File: src/rtl/systolic_seq_ctrl_if.sv
// ---------------------------------------------------------------------------
// systolic_seq_ctrl_if
//
// Bundles the signals exchanged between the tile sequencer, the tile
// scheduler, the systolic array edge feeders and the output writer.
//
//   start      scheduler -> sequencer   tile request
//   cfg_k      scheduler -> sequencer   reduction depth K
//   stall      feeders   -> sequencer   feeders not ready
//   out_ready  writer    -> sequencer   writer accepts current row
//   busy/done  sequencer -> scheduler   tile status, completion pulse
//   ce         sequencer -> array       global PE clock enable
//   load_diag  sequencer -> array       per anti-diagonal accumulator clear
//   a_row_*    sequencer -> A feeders   per-row enable and k index
//   b_col_*    sequencer -> B feeders   per-column enable and k index
//   out_valid/out_row  sequencer -> writer   drain handshake
//
// modport slave is the sequencer side; modport master is the environment.
// ---------------------------------------------------------------------------
interface systolic_seq_ctrl_if #(
    parameter int N  = 4,
    parameter int KW = 8
);
    logic                   start;
    logic [KW-1:0]          cfg_k;
    logic                   stall;
    logic                   busy;
    logic                   done;
    logic                   ce;
    logic [2*N-2:0]         load_diag;
    logic [N-1:0]           a_row_en;
    logic [N*KW-1:0]        a_row_k;
    logic [N-1:0]           b_col_en;
    logic [N*KW-1:0]        b_col_k;
    logic                   out_valid;
    logic [$clog2(N)-1:0]   out_row;
    logic                   out_ready;

    modport master (
        output start, cfg_k, stall, out_ready,
        input  busy, done, ce, load_diag, a_row_en, a_row_k,
               b_col_en, b_col_k, out_valid, out_row
    );

    modport slave (
        input  start, cfg_k, stall, out_ready,
        output busy, done, ce, load_diag, a_row_en, a_row_k,
               b_col_en, b_col_k, out_valid, out_row
    );
endinterface

File: src/rtl/systolic_seq_ctrl.sv
// ---------------------------------------------------------------------------
// systolic_seq_ctrl
//
// Sequencer for an N x N output-stationary systolic array of signed MAC PEs.
// One accepted start runs a whole C = A(NxK) * B(KxN) tile:
//   FEED  : feed counter t walks 0 .. K+2N-1 (held while stall), producing the
//           skewed A-row / B-column feed windows, the anti-diagonal clears and
//           the array clock enable.
//   DRAIN : accumulator rows 0 .. N-1 are offered to the output writer with a
//           valid/ready handshake; the array is frozen (ce = 0).
//   done  : one-cycle pulse in the first IDLE cycle after DRAIN.
//
// Ports: clk, rst_n (asynchronous, active-low) and the slave side of
// systolic_seq_ctrl_if (see that file for the signal list).
// ---------------------------------------------------------------------------
module systolic_seq_ctrl #(
    parameter int N  = 4,
    parameter int KW = 8
) (
    input  logic                 clk,
    input  logic                 rst_n,
    systolic_seq_ctrl_if.slave   bus
);
    localparam int RW = $clog2(N);
    // Enough headroom for K_max + 2N - 1 so t never wraps.
    localparam int TW = KW + $clog2(N) + 2;

    typedef enum logic [1:0] {
        ST_IDLE  = 2'd0,
        ST_FEED  = 2'd1,
        ST_DRAIN = 2'd2
    } state_t;

    state_t          state_q, state_d;
    logic [TW-1:0]   t_q, t_d;
    logic [KW-1:0]   k_q, k_d;
    logic [RW-1:0]   row_q, row_d;
    logic            done_q, done_d;

    logic            in_feed;
    logic [TW-1:0]   t_last;
    logic [N-1:0]    win_en;
    logic [N*KW-1:0] win_k;
    logic [2*N-2:0]  diag_clr;

    assign in_feed = (state_q == ST_FEED);
    assign t_last  = TW'(k_q) + TW'(2 * N - 1);

    always_ff @(posedge clk or negedge rst_n) begin
        if (!rst_n) begin
            state_q <= ST_IDLE;
            t_q     <= '0;
            k_q     <= '0;
            row_q   <= '0;
            done_q  <= 1'b0;
        end else begin
            state_q <= state_d;
            t_q     <= t_d;
            k_q     <= k_d;
            row_q   <= row_d;
            done_q  <= done_d;
        end
    end

    always_comb begin
        state_d = state_q;
        t_d     = t_q;
        k_d     = k_q;
        row_d   = row_q;
        done_d  = 1'b0;
        case (state_q)
            ST_IDLE: begin
                if (bus.start) begin
                    k_d     = bus.cfg_k;
                    t_d     = '0;
                    state_d = ST_FEED;
                end
            end
            ST_FEED: begin
                // A stalled cycle freezes t, hence every window and clear.
                if (!bus.stall) begin
                    if (t_q == t_last) begin
                        row_d   = '0;
                        state_d = ST_DRAIN;
                    end else begin
                        t_d = t_q + TW'(1);
                    end
                end
            end
            ST_DRAIN: begin
                if (bus.out_ready) begin
                    if (row_q == RW'(N - 1)) begin
                        row_d   = '0;
                        done_d  = 1'b1;
                        state_d = ST_IDLE;
                    end else begin
                        row_d = row_q + RW'(1);
                    end
                end
            end
            default: state_d = ST_IDLE;
        endcase
    end

    // Row i (and column i) presents element k = t - i while 0 <= t - i < K.
    // The k index fits in KW bits whenever the window is open, so only the
    // low bits of t are needed for it.
    for (genvar gi = 0; gi < N; gi++) begin : g_win
        assign win_en[gi] = in_feed
                         && (t_q >= TW'(gi))
                         && (t_q <  TW'(k_q) + TW'(gi));
        assign win_k[gi*KW +: KW] = win_en[gi] ? (t_q[KW-1:0] - KW'(gi)) : '0;
    end

    // Diagonal d sees its first product added at t = d + 2; clear one cycle
    // earlier so the accumulator starts that add from zero.
    for (genvar gi = 0; gi < 2 * N - 1; gi++) begin : g_diag
        assign diag_clr[gi] = in_feed && (t_q == TW'(gi + 1));
    end

    assign bus.busy      = (state_q == ST_FEED) || (state_q == ST_DRAIN);
    assign bus.done      = done_q;
    assign bus.ce        = in_feed && !bus.stall;
    assign bus.load_diag = diag_clr;
    assign bus.a_row_en  = win_en;
    assign bus.a_row_k   = win_k;
    assign bus.b_col_en  = win_en;
    assign bus.b_col_k   = win_k;
    assign bus.out_valid = (state_q == ST_DRAIN);
    assign bus.out_row   = row_q;
endmodule

File: src/flat_wrapper.sv
// flat-port wrapper written by rule: the top's interface ports become plain ports
module systolic_seq_ctrl_flat 
#(
    parameter int N  = 4,
    parameter int KW = 8
)
  (clk, rst_n, bus_start, bus_cfg_k, bus_stall, bus_out_ready, bus_busy, bus_done, bus_ce, bus_load_diag, bus_a_row_en, bus_a_row_k, bus_b_col_en, bus_b_col_k, bus_out_valid, bus_out_row);
  systolic_seq_ctrl_if #(.N(N), .KW(KW)) bus_i ();
  input  logic clk;
  input  logic rst_n;
  input wire logic [$bits(bus_i.start)-1:0] bus_start;
  input wire logic [$bits(bus_i.cfg_k)-1:0] bus_cfg_k;
  input wire logic [$bits(bus_i.stall)-1:0] bus_stall;
  input wire logic [$bits(bus_i.out_ready)-1:0] bus_out_ready;
  output wire logic [$bits(bus_i.busy)-1:0] bus_busy;
  output wire logic [$bits(bus_i.done)-1:0] bus_done;
  output wire logic [$bits(bus_i.ce)-1:0] bus_ce;
  output wire logic [$bits(bus_i.load_diag)-1:0] bus_load_diag;
  output wire logic [$bits(bus_i.a_row_en)-1:0] bus_a_row_en;
  output wire logic [$bits(bus_i.a_row_k)-1:0] bus_a_row_k;
  output wire logic [$bits(bus_i.b_col_en)-1:0] bus_b_col_en;
  output wire logic [$bits(bus_i.b_col_k)-1:0] bus_b_col_k;
  output wire logic [$bits(bus_i.out_valid)-1:0] bus_out_valid;
  output wire logic [$bits(bus_i.out_row)-1:0] bus_out_row;
  assign bus_i.start = bus_start;
  assign bus_i.cfg_k = bus_cfg_k;
  assign bus_i.stall = bus_stall;
  assign bus_i.out_ready = bus_out_ready;
  assign bus_busy = bus_i.busy;
  assign bus_done = bus_i.done;
  assign bus_ce = bus_i.ce;
  assign bus_load_diag = bus_i.load_diag;
  assign bus_a_row_en = bus_i.a_row_en;
  assign bus_a_row_k = bus_i.a_row_k;
  assign bus_b_col_en = bus_i.b_col_en;
  assign bus_b_col_k = bus_i.b_col_k;
  assign bus_out_valid = bus_i.out_valid;
  assign bus_out_row = bus_i.out_row;
  systolic_seq_ctrl #(.N(N), .KW(KW)) u_core (.clk(clk), .rst_n(rst_n), .bus(bus_i));
endmodule
File: config.mk
export PLATFORM = sky130hd
export DESIGN_NAME = systolic_seq_ctrl_flat
export DESIGN_NICKNAME = d
export VERILOG_FILES = /design/src/rtl/systolic_seq_ctrl_if.sv /design/src/rtl/systolic_seq_ctrl.sv /design/src/flat_wrapper.sv
export SDC_FILE = /design/constraint.sdc
export NUM_CORES = 1
export LEC_CHECK = 0
export CORE_AREA = 2 2 90 92
export CTS_BUF_LIST = sky130_fd_sc_hd__clkbuf_8 sky130_fd_sc_hd__clkbuf_16
export DETAILED_ROUTE_END_ITERATION = 10
export DIE_AREA = 0 0 92 94
export MAX_ROUTING_LAYER = met4
export PLACE_DENSITY = 0.8
export SLEW_MARGIN = 10
export SYNTH_ARGS = -nofsm -noshare
export SYNTH_HDL_FRONTEND = slang
export SYNTH_SLANG_ARGS = --single-unit
export TNS_END_PERCENT = 50
File: constraint.sdc
create_clock -name clk -period 3.3 [get_ports clk]
set_input_delay 0.66 -clock clk [delete_from_list [all_inputs] [get_ports clk]]
set_output_delay 0.66 -clock clk [all_outputs]
set_load 0.05 [all_outputs]
-- Word-level counts from Yosys, hierarchy flattened
Index checks and enable logic that the tools add are counted.
- reduce and logical (&&, ||, !) cells: 25
- $lt $le $gt $ge: 8
- equality and inequality tests: 17
- multiplexer cells: 22
- add/subtract/negate cells: 9
- operator list (cell ; number):
    $eq 12x3->1 const B ; 4
    $lt 12x12->1 ; 3
    $mux 12 ; 3
    $mux 8 ; 4
    $eq 12x2->1 const B ; 2
    $ge 12x1->1 const B ; 2
    $ge 12x2->1 const B ; 2
    $pmux 12 s2 ; 1
    $add 8x2->9 const B ; 2
    $mux 2 ; 9
    $logic_and 1x1->1 ; 16
    $sub 8x2->8 const B ; 2
    $add 12x1->12 const B ; 1
    $eq 12x1->1 const B ; 1
    $eq 12x12->1 ; 1
    $lt 12x8->1 ; 1
    $ne 2x2->1 const B ; 5
    $add 8x1->9 const B ; 1
    $add 8x3->9 const B ; 1
    $reduce_and 4->1 ; 2
    $sub 8x1->8 const B ; 1
    $pmux 2 s3 ; 1
    $reduce_and 5->1 ; 1
    $eq 2x2->1 const B ; 2
    10 further kinds ; 13
- word-level logic and storage cells: 86
- flip-flop bits (word level): 25
- bits of input ports: 13
- output and inout bits: 85

-- Longest topological paths before layout
Gate-level depths: netlist of run 1.
- depth after elaboration: 5
- gate-level depth with buffers: 12
- mapped depth without buffers: 11

-- Worst setup path after synthesis of run 1
Ideal clock, no wire load.
- kind: reg-to-output
- from: reg u_core.k_q[1]
- to: out bus_b_col_k[25]
- cell stages (with the launch flop): 13
- slack: -1.028 ns
- data required time: 2.640 ns
- arrival: 3.668 ns
- path buffers: 2
- path through: dfrtp_1 -> inv_1 -> ha_1 -> clkbuf_2 -> xor2_1 -> ha_1 -> o21a_1 -> o21a_1 -> o21a_1 -> o21ai_0 -> a21oi_1 -> nor3b_1 -> buf_4
- cells in the longest elaborated chain, start to end: 4
- RTL lines (item ; line ; text):
    start, declared ; systolic_seq_ctrl.sv:36 ; logic [KW-1:0] k_q, k_d;
    start signal, assigned ; systolic_seq_ctrl.sv:59 ; k_q <= k_d;
    $add 8x2->9 ; systolic_seq_ctrl.sv:111 ; && (t_q < TW'(k_q) + TW'(gi));
    $lt 12x12->1 ; systolic_seq_ctrl.sv:111 ;
    $logic_and 1x1->1 ; systolic_seq_ctrl.sv:111 ;
    $mux 8 ; systolic_seq_ctrl.sv:112 ; assign win_k[gi*KW +: KW] = win_en[gi] ? (t_q[KW-1:0] - KW'(gi)) : '0;
    end, declared ; flat_wrapper.sv:22 ; output wire logic [$bits(bus_i.b_col_k)-1:0] bus_b_col_k;
Every way passes these cells.

-- Worst setup path in the final report of run 1
- from: reg u_core.t_q[9]
- to: out bus_b_col_k[3]
- cells in the longest elaborated chain, start to end: 4
- elaborated cells on any way between the ends: 5
- those cells by class: order compare (2); mux (1); reduce/logical (2)
- RTL lines (item ; line ; text):
    start, declared ; systolic_seq_ctrl.sv:35 ; logic [TW-1:0] t_q, t_d;
    start signal, assigned ; systolic_seq_ctrl.sv:58 ; t_q <= t_d;
    $ge 12x1->1 ; systolic_seq_ctrl.sv:110 ; && (t_q >= TW'(gi))
    $logic_and 1x1->1 ; systolic_seq_ctrl.sv:110 ;
    $logic_and 1x1->1 (*) ; systolic_seq_ctrl.sv:111 ;
    $mux 8 (*) ; systolic_seq_ctrl.sv:112 ;
Every way passes the cells marked *; elsewhere a longest branch is shown, timed or not.

==> results of run 1 <==
-- routing by layer --
metal  vias to the layer above  GRT usage (%)
li1                       1701              -
met1                      1897          35.35
met2                       336          57.90
met3                       132          5.778
met4                         0          15.55
met5                         -              -
-- cells by family (layout without fill, tap and decap cells) --
kind of cell	after synthesis	in the layout
simple gates	159	159
buf+inv	84	182
compound gates	60	64
fa+ha+maj	52	52
xor+xnor	45	45
flops	25	25
mux	14	14
-- registers in the layout, summed over array words and instances, names as in the netlist --
name,cells
u_core.t_q,12
u_core.bus.out_row,2
u_core.state_q,2
u_core.bus.done,1
u_core.k_q,8
-- cells in the final DEF, fill, tap and decap left out, types with 7 or more instances in the layout --
| cell type | netlist | routed |
|---|---|---|
| buf_12 | 0 | 80 |
| buf_4 | 43 | 47 |
| ha_1 | 52 | 43 |
| xnor2_1 | 35 | 31 |
| nand2_1 | 28 | 25 |
| dfrtp_1 | 25 | 22 |
| inv_1 | 24 | 18 |
| clkdlybuf4s50_1 | 0 | 18 |
| nor3_4 | 1 | 17 |
| nor2_1 | 28 | 17 |
| nand3_1 | 12 | 12 |
| nor2_4 | 0 | 10 |
| nand4_1 | 9 | 9 |
| ha_4 | 0 | 9 |
| nor3b_1 | 10 | 8 |
| mux2_2 | 8 | 8 |
| buf_6 | 6 | 8 |
| o21a_1 | 8 | 7 |
| a21oi_1 | 14 | 7 |
| xor2_1 | 8 | 7 |
-- worst min path at each step --
stage,to,slack (ps),cells after the start
after floorplan,u_core.bus.done$_DFF_PN0_,360,0
after global placement,u_core.state_q[1]$_DFFE_PN0P_,510,1
after detailed placement,u_core.state_q[1]$_DFFE_PN0P_,530,1
after CTS,u_core.state_q[1]$_DFFE_PN0P_,550,1
after global routing,u_core.state_q[1]$_DFFE_PN0P_,570,1
final,u_core.state_q[1]$_DFFE_PN0P_,550,1
-- power by group --
group | internal (uW) | switching (uW) | leakage [uW]
Sequential | 349 | 110 | 0.000307
Combinational | 615 | 1070 | 0.00224
Clock | 84.8 | 105 | 0.0000255
Total | 1050 | 1280 | 0.00257
-- stage by stage --
stage / std cells / setup WS (ps) / instance area, um^2
floorplan: 439 / -186.6 / 4088
global placement: 616 / 9.413 / 5742
detailed placement: 616 / -109.3 / 5742
CTS: 635 / -324.2 / 6178
global route: 643 / -697.9 / 6349
finish: 643 / -751.6 / 6349
-- area by class of cell --
| class | count | area (um^2) |
|---|---|---|
| fillers | 362 | 1259 |
| repair buffers | 154 | 2250 |
| flip-flops and latches | 25 | 629.4 |
| multi-input cells | 334 | 3198 |
| clock inverters | 1 | 5.005 |
| clock buffers | 3 | 41.29 |
| well taps | 102 | 127.6 |
| inverters | 24 | 97.59 |
-- what timing repair did --
item	in CTS	in global routing
setup buffers	13	7
pin swaps	39	35
gates resized for setup	53	16
cloned	3	2
endpoints found under the setup margin	62	72
-- worst max-delay path, stage by stage (launching register included) --
cell and delay [ps]:
dfrtp_1 540, nor3_1 470, nand2_1 330, a2111oi_0 960
o21a_2 380, and2_2 260, buf_12 160
==> impl_metrics.tcl, run 1 <==
set metrics [dict create \
    first_pass_iters 8 \
    htreeDepth 1 \
    synth_top_family_by_area "simple AND/OR/NAND/NOR gates" \
    synth_common_cells "ha_1 (52), buf_4 (43), xnor2_1 (35), nand2_1 (28), nor2_1 (28)" \
    start_kind "flop" \
    finClkSkew_ps 9.796 \
    rsz0062_at_grt "yes" \
    rows 32 \
    synthArstFlopShare_pct 100.0 \
    setup.worst_path.class "reg -> out" \
    drt-vias-per-instance 6.323 \
    cts.sinks 25 \
    p_total_uw 2332 \
    synth.mux.area_fraction_pct 4.038 \
    grt_pass1_wl_um 21290 \
    post-route-util_pct 83.45 \
    setup_viol 72 \
    max_freq_ghz 0.2468 \
    min_path_type "reg -> reg" \
    ys_warn_count 0 \
    drt_iter0_markers 370 \
    p_leak_uw 0.002572 \
    power.density_nw_per_um2 367.3 \
    synthAdderAreaFrac_pct 17.50 \
    cts_buffers 3 \
    hold_violations 0 \
    drt_wl_total_um 15560 \
    clkLatencyLatePin_ps 280 \
    synthSimpleGateAreaFrac_pct 23.92 \
    worstSetupStartpoint "u_core.t_q[9]$_DFFE_PN0P_" \
    relSlewSlack_pct 30.53 \
    cap_violations 0 \
    start_util_pct 48.88 \
    place_congestion 0.9446 \
    grt.overflow.total 0 \
    syn_avg_cell_area_um2 8.471 \
    drv_slew 0 \
    hp-start "u_core.state_q[1]$_DFFE_PN0P_" \
    synth_compound_area_share_pct 12.31 \
    grt_start_max_net_pins 26 \
    cts.path.max_buffers 2 \
    crit_path_end_kind "primary output" \
    synth.most_common_cell "ha_1" \
    worstMarginPinSlew_ps 1016 \
    clk_pin_slew_ps 100 \
    synth_edf_count 0 \
    arrival_ps 3390 \
    synth_area_um2 3719 \
    track_usage_pct 32.54 \
    root_buffer "clkbuf_8" \
    layout_min_cycle_time_ps 4052 \
    vias 4066 \
    cts_tree "done" \
    syn_inst 439 \
    r2r-end "u_core.t_q[2]$_DFFE_PN0P_" \
    portBuffers 97 \
    worstPathRequired_ps 2640 \
    fin_crit_sh_pct 122.8 \
    wirelength_met1_um 5326 \
    r2r_slack_ps 330 \
    synth-xor-area-share_pct 11.00 \
    crit_path_end "bus_b_col_k[3]" \
    synth_flop_cell "dfrtp_1" \
    synth_area_leaders "ha_1 (17%), dfrtp_1 (17%), buf_4 (8.7%)" \
    cp_max_fo 10 \
    timing.rr.start "u_core.k_q[1]$_DFFE_PN0P_" \
    hold_buffers 0 \
    synthToLayoutAreaGrowth_pct 70.73 \
    antenna_found_initial 0 \
    fin_nets 607 \
    route.detailed.drc 0 \
    die_h_um 94 \
    outcome "complete, but fails checks" \
    place_hpwl_um 9315 \
    die_w_um 92 \
    core_um2 7607 \
    io_pins 98 \
    drive_gt1_share_pct 46.58 \
    syn-num-nets 504 \
    drtAntennaViolNets 0 \
    met2_wirelength_um 7838 \
    synth_top_area_cell "ha_1" \
    routed-wl-met3_um 1177 \
    dieArea_um2 8648 \
    setup_ws_ps -751.6 \
    synth-seq-cells 25 \
    synth_top_cell_area_share_pct 17.50 \
    maxUsedRoutingLayer "met4" \
    first_global_vias 3919 \
    vdd_drop_max_mv 0.3718 \
    ys_seq_area_share_pct 16.82 \
    rr_worst_depth 12 \
    fin_hold_ws_ps 545.4 \
    tns_ps -35600 \
    routedWlPerCell_um 24.20 \
    yosys.cell_types.count 66 \
    n_antenna_cell 0 \
    failed_checks "setup timing" \
]
Power figures use the tool's default switching activity.
==> inputs of run 2 (changes only) <==
- RECOVER_POWER: unset -> 25
==> run 2 against run 1 <==
The flow still finishes with violations (setup timing). Hold slack lost 0.77 ps. Global-route usage is the same. Non-clock buffer count is the same. Wire length shrank 0.17%. Register-to-register slack is essentially flat. Combinational power is essentially flat. First-iteration DRC count grew 3.5%. Critical path depth grew 3. Fmax grew 4.8%. Critical endpoint is now bus_a_row_en[1]. Largest cell class unchanged. Largest power group unchanged.
==> impl_metrics.tcl, run 2 (synthesis results as in run 1) <==
set metrics [dict create \
    cap_violations 0 \
    vdd_drop_max_mv 0.3690 \
    crit_path_end_kind "primary output" \
    first_pass_iters 5 \
    min_path_type "reg -> reg" \
    p_leak_uw 0.002568 \
    r2r_slack_ps 330 \
    outcome "complete, but fails checks" \
    io_pins 98 \
    dp_cells 616 \
    worstSetupStartpoint "u_core.t_q[9]$_DFFE_PN0P_" \
    final_cell_mix "buf_12 (80), buf_4 (46), ha_1 (43), xnor2_1 (31), nand2_1 (25)" \
    max_freq_ghz 0.2587 \
    finClkSkew_ps 11.46 \
    start_util_pct 48.88 \
    rr_worst_depth 12 \
    track_usage_pct 32.54 \
    route.detailed.drc 0 \
    fin_nets 607 \
    vias 4054 \
    fin_crit_sh_pct 117.2 \
    setup_ws_ps -566.2 \
    drv_slew 0 \
    drtAntennaViolNets 0 \
    final_cell_count_no_fill 643 \
    start_kind "flop" \
    grt_pass1_wl_um 21290 \
    core_um2 7607 \
    worstPathRequired_ps 2640 \
    hold_violations 0 \
    first_global_vias 3919 \
    relSlewSlack_pct 3.390 \
    timing.rr.start "u_core.k_q[1]$_DFFE_PN0P_" \
    failed_checks "setup timing" \
    cts.sinks 25 \
    root_buffer "clkbuf_8" \
    n_antenna_cell 0 \
    htreeDepth 1 \
    die_w_um 92 \
    drt-vias-per-instance 6.305 \
    clk_pin_slew_ps 100 \
    drt_wl_total_um 15530 \
    synthToLayoutAreaGrowth_pct 70.63 \
    cp_max_fo 10 \
    dieArea_um2 8648 \
    antenna_found_initial 0 \
    layout_min_cycle_time_ps 3866 \
    grt.overflow.total 0 \
    r2r-end "u_core.t_q[2]$_DFFE_PN0P_" \
    routedWlPerCell_um 24.16 \
    place_hpwl_um 9315 \
    crit_path_end "bus_a_row_en[1]" \
    rows 32 \
    drt_iter0_markers 383 \
    largest_register_ffs 12 \
    clkLatencyLatePin_ps 280 \
    grt_start_max_net_pins 26 \
    place_congestion 0.9446 \
    design_area_um2 6345 \
    arrival_ps 3210 \
    post-route-util_pct 83.40 \
    p_total_uw 2331 \
    cts_tree "done" \
    top_regs "u_core.t_q: 12 flops, u_core.k_q: 8 flops" \
    cts.path.max_buffers 2 \
    place_area_um2 5742 \
    largest-register "u_core.t_q" \
    die_h_um 94 \
    setup_viol 72 \
    rsz0062_at_grt "yes" \
    worstMarginPinSlew_ps 1449 \
    cts_buffers 3 \
    final_common_cell "buf_12" \
    drive_gt1_share_pct 46.40 \
    setup.worst_path.class "reg -> out" \
    power.density_nw_per_um2 367.4 \
    portBuffers 97 \
    fin_hold_ws_ps 544.6 \
]
## run 2: cell types whose count changed in the layout (fill, tap and decap cells not counted)
cell | before | now
buf_4 | 47 | 46
clkbuf_1 | 0 | 1
clkdlybuf4s50_1 | 18 | 17
dlygate4sd3_1 | 0 | 1
## run 2: worst max-delay path, stage by stage (launching register included)
cell     delay [ps]
dfrtp_1         540
nor3_1          470
nor4b_4         410
nand2_1         320
nor3b_1         440
or4_4           260
buf_12          140
buf_4           120
nor2_4           50
buf_12          160
## run 2: power by group
part / internal, uW / leakage, uW / total, uW / switching [uW]
Sequential: 349 / 0.000307 / 459 / 110
Combinational: 614 / 0.00224 / 1680 / 1070
Clock: 84.8 / 0.0000255 / 190 / 105
## run 2: per-layer routing
metal / GRT usage, % / vias to the layer above / wire length, um / share of wire, %
li1: - / 1700 / - / -
met1: 35.35 / 1906 / 5279 / 34
met2: 57.90 / 334 / 7907 / 51
met3: 5.778 / 114 / 1202 / 7.7
met4: 15.55 / 0 / 1144 / 7.4
met5: - / - / 0 / 0
## run 2: repair_timing
| item | 4_1_cts | 5_1_grt |
|---|---|---|
| cloned | 3 | 2 |
| setup buffers | 13 | 7 |
| pin swaps | 39 | 35 |
| endpoints found under the setup margin | 62 | 72 |
| resized for setup | 53 | 16 |
| hold buffers | 0 | 0 |
## run 2: area by class of cell
cell class,instances,area (um^2)
multi-input cells,334,3198
repair buffers,154,2246
fillers,364,1262
flip-flops and latches,25,629.4
well taps,102,127.6
inverters,24,97.59
clock buffers,3,41.29
clock inverters,1,5.005
## run 2: worst min path at each step
stage | from | endpoint | slack, ps | cells past startpoint
floorplan | rst_n | u_core.bus.done$_DFF_PN0_ | 360 | 0
global placement | u_core.state_q[1]$_DFFE_PN0P_ | u_core.state_q[1]$_DFFE_PN0P_ | 510 | 1
detailed placement | u_core.state_q[1]$_DFFE_PN0P_ | u_core.state_q[1]$_DFFE_PN0P_ | 530 | 1
CTS | u_core.state_q[1]$_DFFE_PN0P_ | u_core.state_q[1]$_DFFE_PN0P_ | 550 | 1
global route | u_core.state_q[1]$_DFFE_PN0P_ | u_core.state_q[1]$_DFFE_PN0P_ | 570 | 1
finish | u_core.state_q[1]$_DFFE_PN0P_ | u_core.state_q[1]$_DFFE_PN0P_ | 540 | 1
## run 2: through the flow
stage,setup slack [ps],setup TNS [ps]
2_1_floorplan,-186.6,-3513
3_3_place_gp,9.413,0
3_5_place_dp,-109.3,-1755
4_1_cts,-324.2,-13180
5_1_grt,-697.9,-39290
6_report,-566.2,-32230
==> inputs of run 3 (changes only) <==
- ABC_AREA: unset -> 1
- CORE_AREA: 2 2 90 92 -> 2 2 89 91
- DIE_AREA: 0 0 92 94 -> 0 0 91 93
==> run 3 against run 2 <==
The flow still finishes with violations (setup timing). Sequential power grew 7.8%. Final cell count grew 16%. Fmax grew 4.7%. Count of clock-buffer cells in the layout is the same. Register-to-register slack gained 560 ps. Clock power is essentially flat. Flip-flop and latch count is the same. Via count grew 4.2%. Synthesized area shrank 2.1%. First-iteration DRC count grew 1.6%. Largest power group unchanged.
==> impl_metrics.tcl, run 3 <==
set metrics [dict create \
    critPathMostFrequentCell "a21oi_1" \
    synth.most_common_cell "nand2_1" \
    synth-seq-cells 25 \
    crit_path_max_incr_delay_ps 480 \
    grt_start_max_net_pins 26 \
    min_path_type "reg -> reg" \
    arrival_ps 3030 \
    ys_seq_area_share_pct 17.18 \
    drv_slew 0 \
    worstSetupStartpoint "u_core.k_q[1]$_DFFE_PN0P_" \
    synth_area_um2 3642 \
    cts.path.max_buffers 2 \
    largest_register_ffs 12 \
    final_cell_mix "nand2_1 (115), buf_12 (72), nor2_1 (61), ha_1 (47), buf_4 (47)" \
    timing.rr.start "u_core.k_q[1]$_DFFE_PN0P_" \
    clkLatencyLatePin_ps 280 \
    cts.sinks 25 \
    rsz0062_at_grt "yes" \
    relSlewSlack_pct 2.178 \
    max_freq_ghz 0.2708 \
    place_congestion 0.9847 \
    clk_pin_slew_ps 100 \
    cts_buffers 3 \
    post-route-util_pct 78.69 \
    ys_warn_count 0 \
    setup.worst_path.class "reg -> out" \
    first_global_vias 4140 \
    place_hpwl_um 9531 \
    dieArea_um2 8463 \
    drt_wl_total_um 13980 \
    hold_violations 0 \
    maxUsedRoutingLayer "met4" \
    vdd_drop_max_mv 0.5784 \
    yosys.cell_types.count 36 \
    met2_wirelength_um 7356 \
    slowest_stage "dfrtp_2" \
    failed_checks "setup timing" \
    track_usage_pct 29.69 \
    io_pins 98 \
    cp_max_fo 5 \
    start_kind "flop" \
    grt.overflow.total 0 \
    worstMarginPinSlew_ps 1467 \
    finClkSkew_ps 6.644 \
    setup_ws_ps -393.3 \
    first_pass_iters 5 \
    cap_violations 0 \
    syn_avg_cell_area_um2 6.745 \
    die_w_um 91 \
    final_common_cell "nand2_1" \
    portBuffers 97 \
    hp-start "u_core.state_q[0]$_DFFE_PN0P_" \
    worstPathRequired_ps 2640 \
    synth_common_cells "nand2_1 (118), nor2_1 (86), ha_1 (52), buf_4 (44), inv_1 (40)" \
    drt-vias-per-instance 5.671 \
    layout_min_cycle_time_ps 3693 \
    routed-wl-met3_um 1312 \
    grt_pass1_wl_um 19750 \
    core_um2 7527 \
    design_area_um2 5923 \
    die_h_um 93 \
    crit_path_cell_trace "ha_4, xnor2_2, nor2_1, a21oi_1, ha_1, a21oi_1, o21ai_0, a21oi_4, nand3_4, nor2_4, buf_6, buf_12" \
    syn-num-nets 605 \
    synth_area_leaders "ha_1 (18%), dfrtp_1 (17%), nand2_1 (12%)" \
    fin_crit_sh_pct 111.9 \
    synthToLayoutAreaGrowth_pct 62.62 \
    largest-register "u_core.t_q" \
    top_regs "u_core.t_q: 12 flops, u_core.k_q: 8 flops" \
    synth_top_area_cell "ha_1" \
    fillers 483 \
    start_util_pct 48.39 \
    synth_edf_count 0 \
    drtAntennaViolNets 0 \
    n_antenna_cell 0 \
    place_area_um2 5456 \
    vias 4225 \
    p_leak_uw 0.002882 \
    route.detailed.drc 0 \
    htreeDepth 1 \
    rows 32 \
    power.density_nw_per_um2 822.3 \
    setup_viol 50 \
    fin_nets 709 \
    crit_path_end_kind "primary output" \
    hold_buffers 0 \
    routedWlPerCell_um 18.77 \
    synthArstFlopShare_pct 100.0 \
    syn_inst 540 \
    synth_top_cell_area_share_pct 17.86 \
    outcome "complete, but fails checks" \
    antenna_found_initial 0 \
    drive_gt1_share_pct 33.90 \
    synth_flop_cell "dfrtp_1" \
    drt_iter0_markers 389 \
    cts_tree "done" \
    wirelength_met1_um 4740 \
    root_buffer "clkbuf_8" \
]
-- run 3: cell count changes after synthesis, moves of 17 or more --
cell and change:
nor2_1 +58, a21oi_1 +17, nand3_1 +20, xnor2_1 -30, xor2_1 +27, nand2_1 +90
-- run 3: final timing paths --
kind / to / slack, ps / depth (start not counted)
worst max-delay path: bus_a_row_k[8] / -390 / 12
worst min-delay path: u_core.state_q[0]$_DFFE_PN0P_ / 530 / 2
worst max register to register: u_core.t_q[0]$_DFFE_PN0P_ / 890 / 14
worst min register to register: u_core.state_q[0]$_DFFE_PN0P_ / 530 / 2
max in group asynchronous: u_core.k_q[7]$_DFFE_PN0P_ / 1080 / 2
min in group asynchronous: u_core.t_q[4]$_DFFE_PN0P_ / 1260 / 2
-- run 3: stage by stage --
step           setup WS, ps  setup TNS [ps]  total power (uW)  hold WS [ps]  std cells
2_1_floorplan        -369.0           -8073              2744         364.4        540
3_3_place_gp          96.15               0              3905         486.4        728
3_5_place_dp         -6.739          -12.85              4006         502.5        728
4_1_cts              -117.9           -3504              4448         524.2        744
5_1_grt              -449.5          -14390              5102         554.6        745
6_report             -393.3           -9439              4871         526.6        745
-- run 3: per-layer routing --
| layer | global-route usage [%] | up-vias |
|---|---|---|
| met5 | - | - |
| met4 | 11.36 | 0 |
| met3 | 5.238 | 66 |
| met2 | 55.37 | 300 |
| met1 | 31.32 | 1968 |
| li1 | - | 1891 |
-- run 3: worst max-delay path: cells and delay by family (launching register included) --
| family | cells | cell delay [ps] |
|---|---|---|
| flops | 1 | 480 |
| fa+ha+maj | 2 | 510 |
| compound gates | 4 | 830 |
| simple gates | 3 | 490 |
| xor+xnor | 1 | 180 |
| buf+inv | 2 | 270 |
-- run 3: final cells by class --
cell class | count | area (um^2) | share of cell area [%]
clock buffers | 3 | 41.29 | 0.6971
clock inverters | 1 | 5.005 | 0.08450
inverters | 50 | 201.4 | 3.401
multi-input cells | 412 | 2779 | 46.92
flip-flops and latches | 25 | 631.9 | 10.67
well taps | 102 | 127.6 | 2.155
repair buffers | 152 | 2137 | 36.08
-- run 3: repair_timing --
item                       CTS  global route
setup endpoints to repair   46            54
pin swaps                   19            18
buffers inserted            11             3
gates resized for setup     29            56
gates cloned                 1             0
-- run 3: where the power goes --
part | total (uW) | internal [uW] | leakage (uW) | switching [uW]
logic | 4180 | 1670 | 0.00254 | 2510
clock network | 192 | 84.8 | 0.0000255 | 107
registers | 495 | 388 | 0.000316 | 107
-- run 3: kinds of logic (layout without fill, tap and decap cells) --
group / Yosys count / after routing / synth area share [%]
and+or+nand+nor: 270 / 271 / 31.50
xor gates and xnor gates: 41 / 41 / 10.07
DFF: 25 / 25 / 17.18
buffers and inverters: 104 / 206 / 16.18
AOI/OAI and AO/OA: 48 / 48 / 7.215
adders and majority gates: 52 / 52 / 17.86
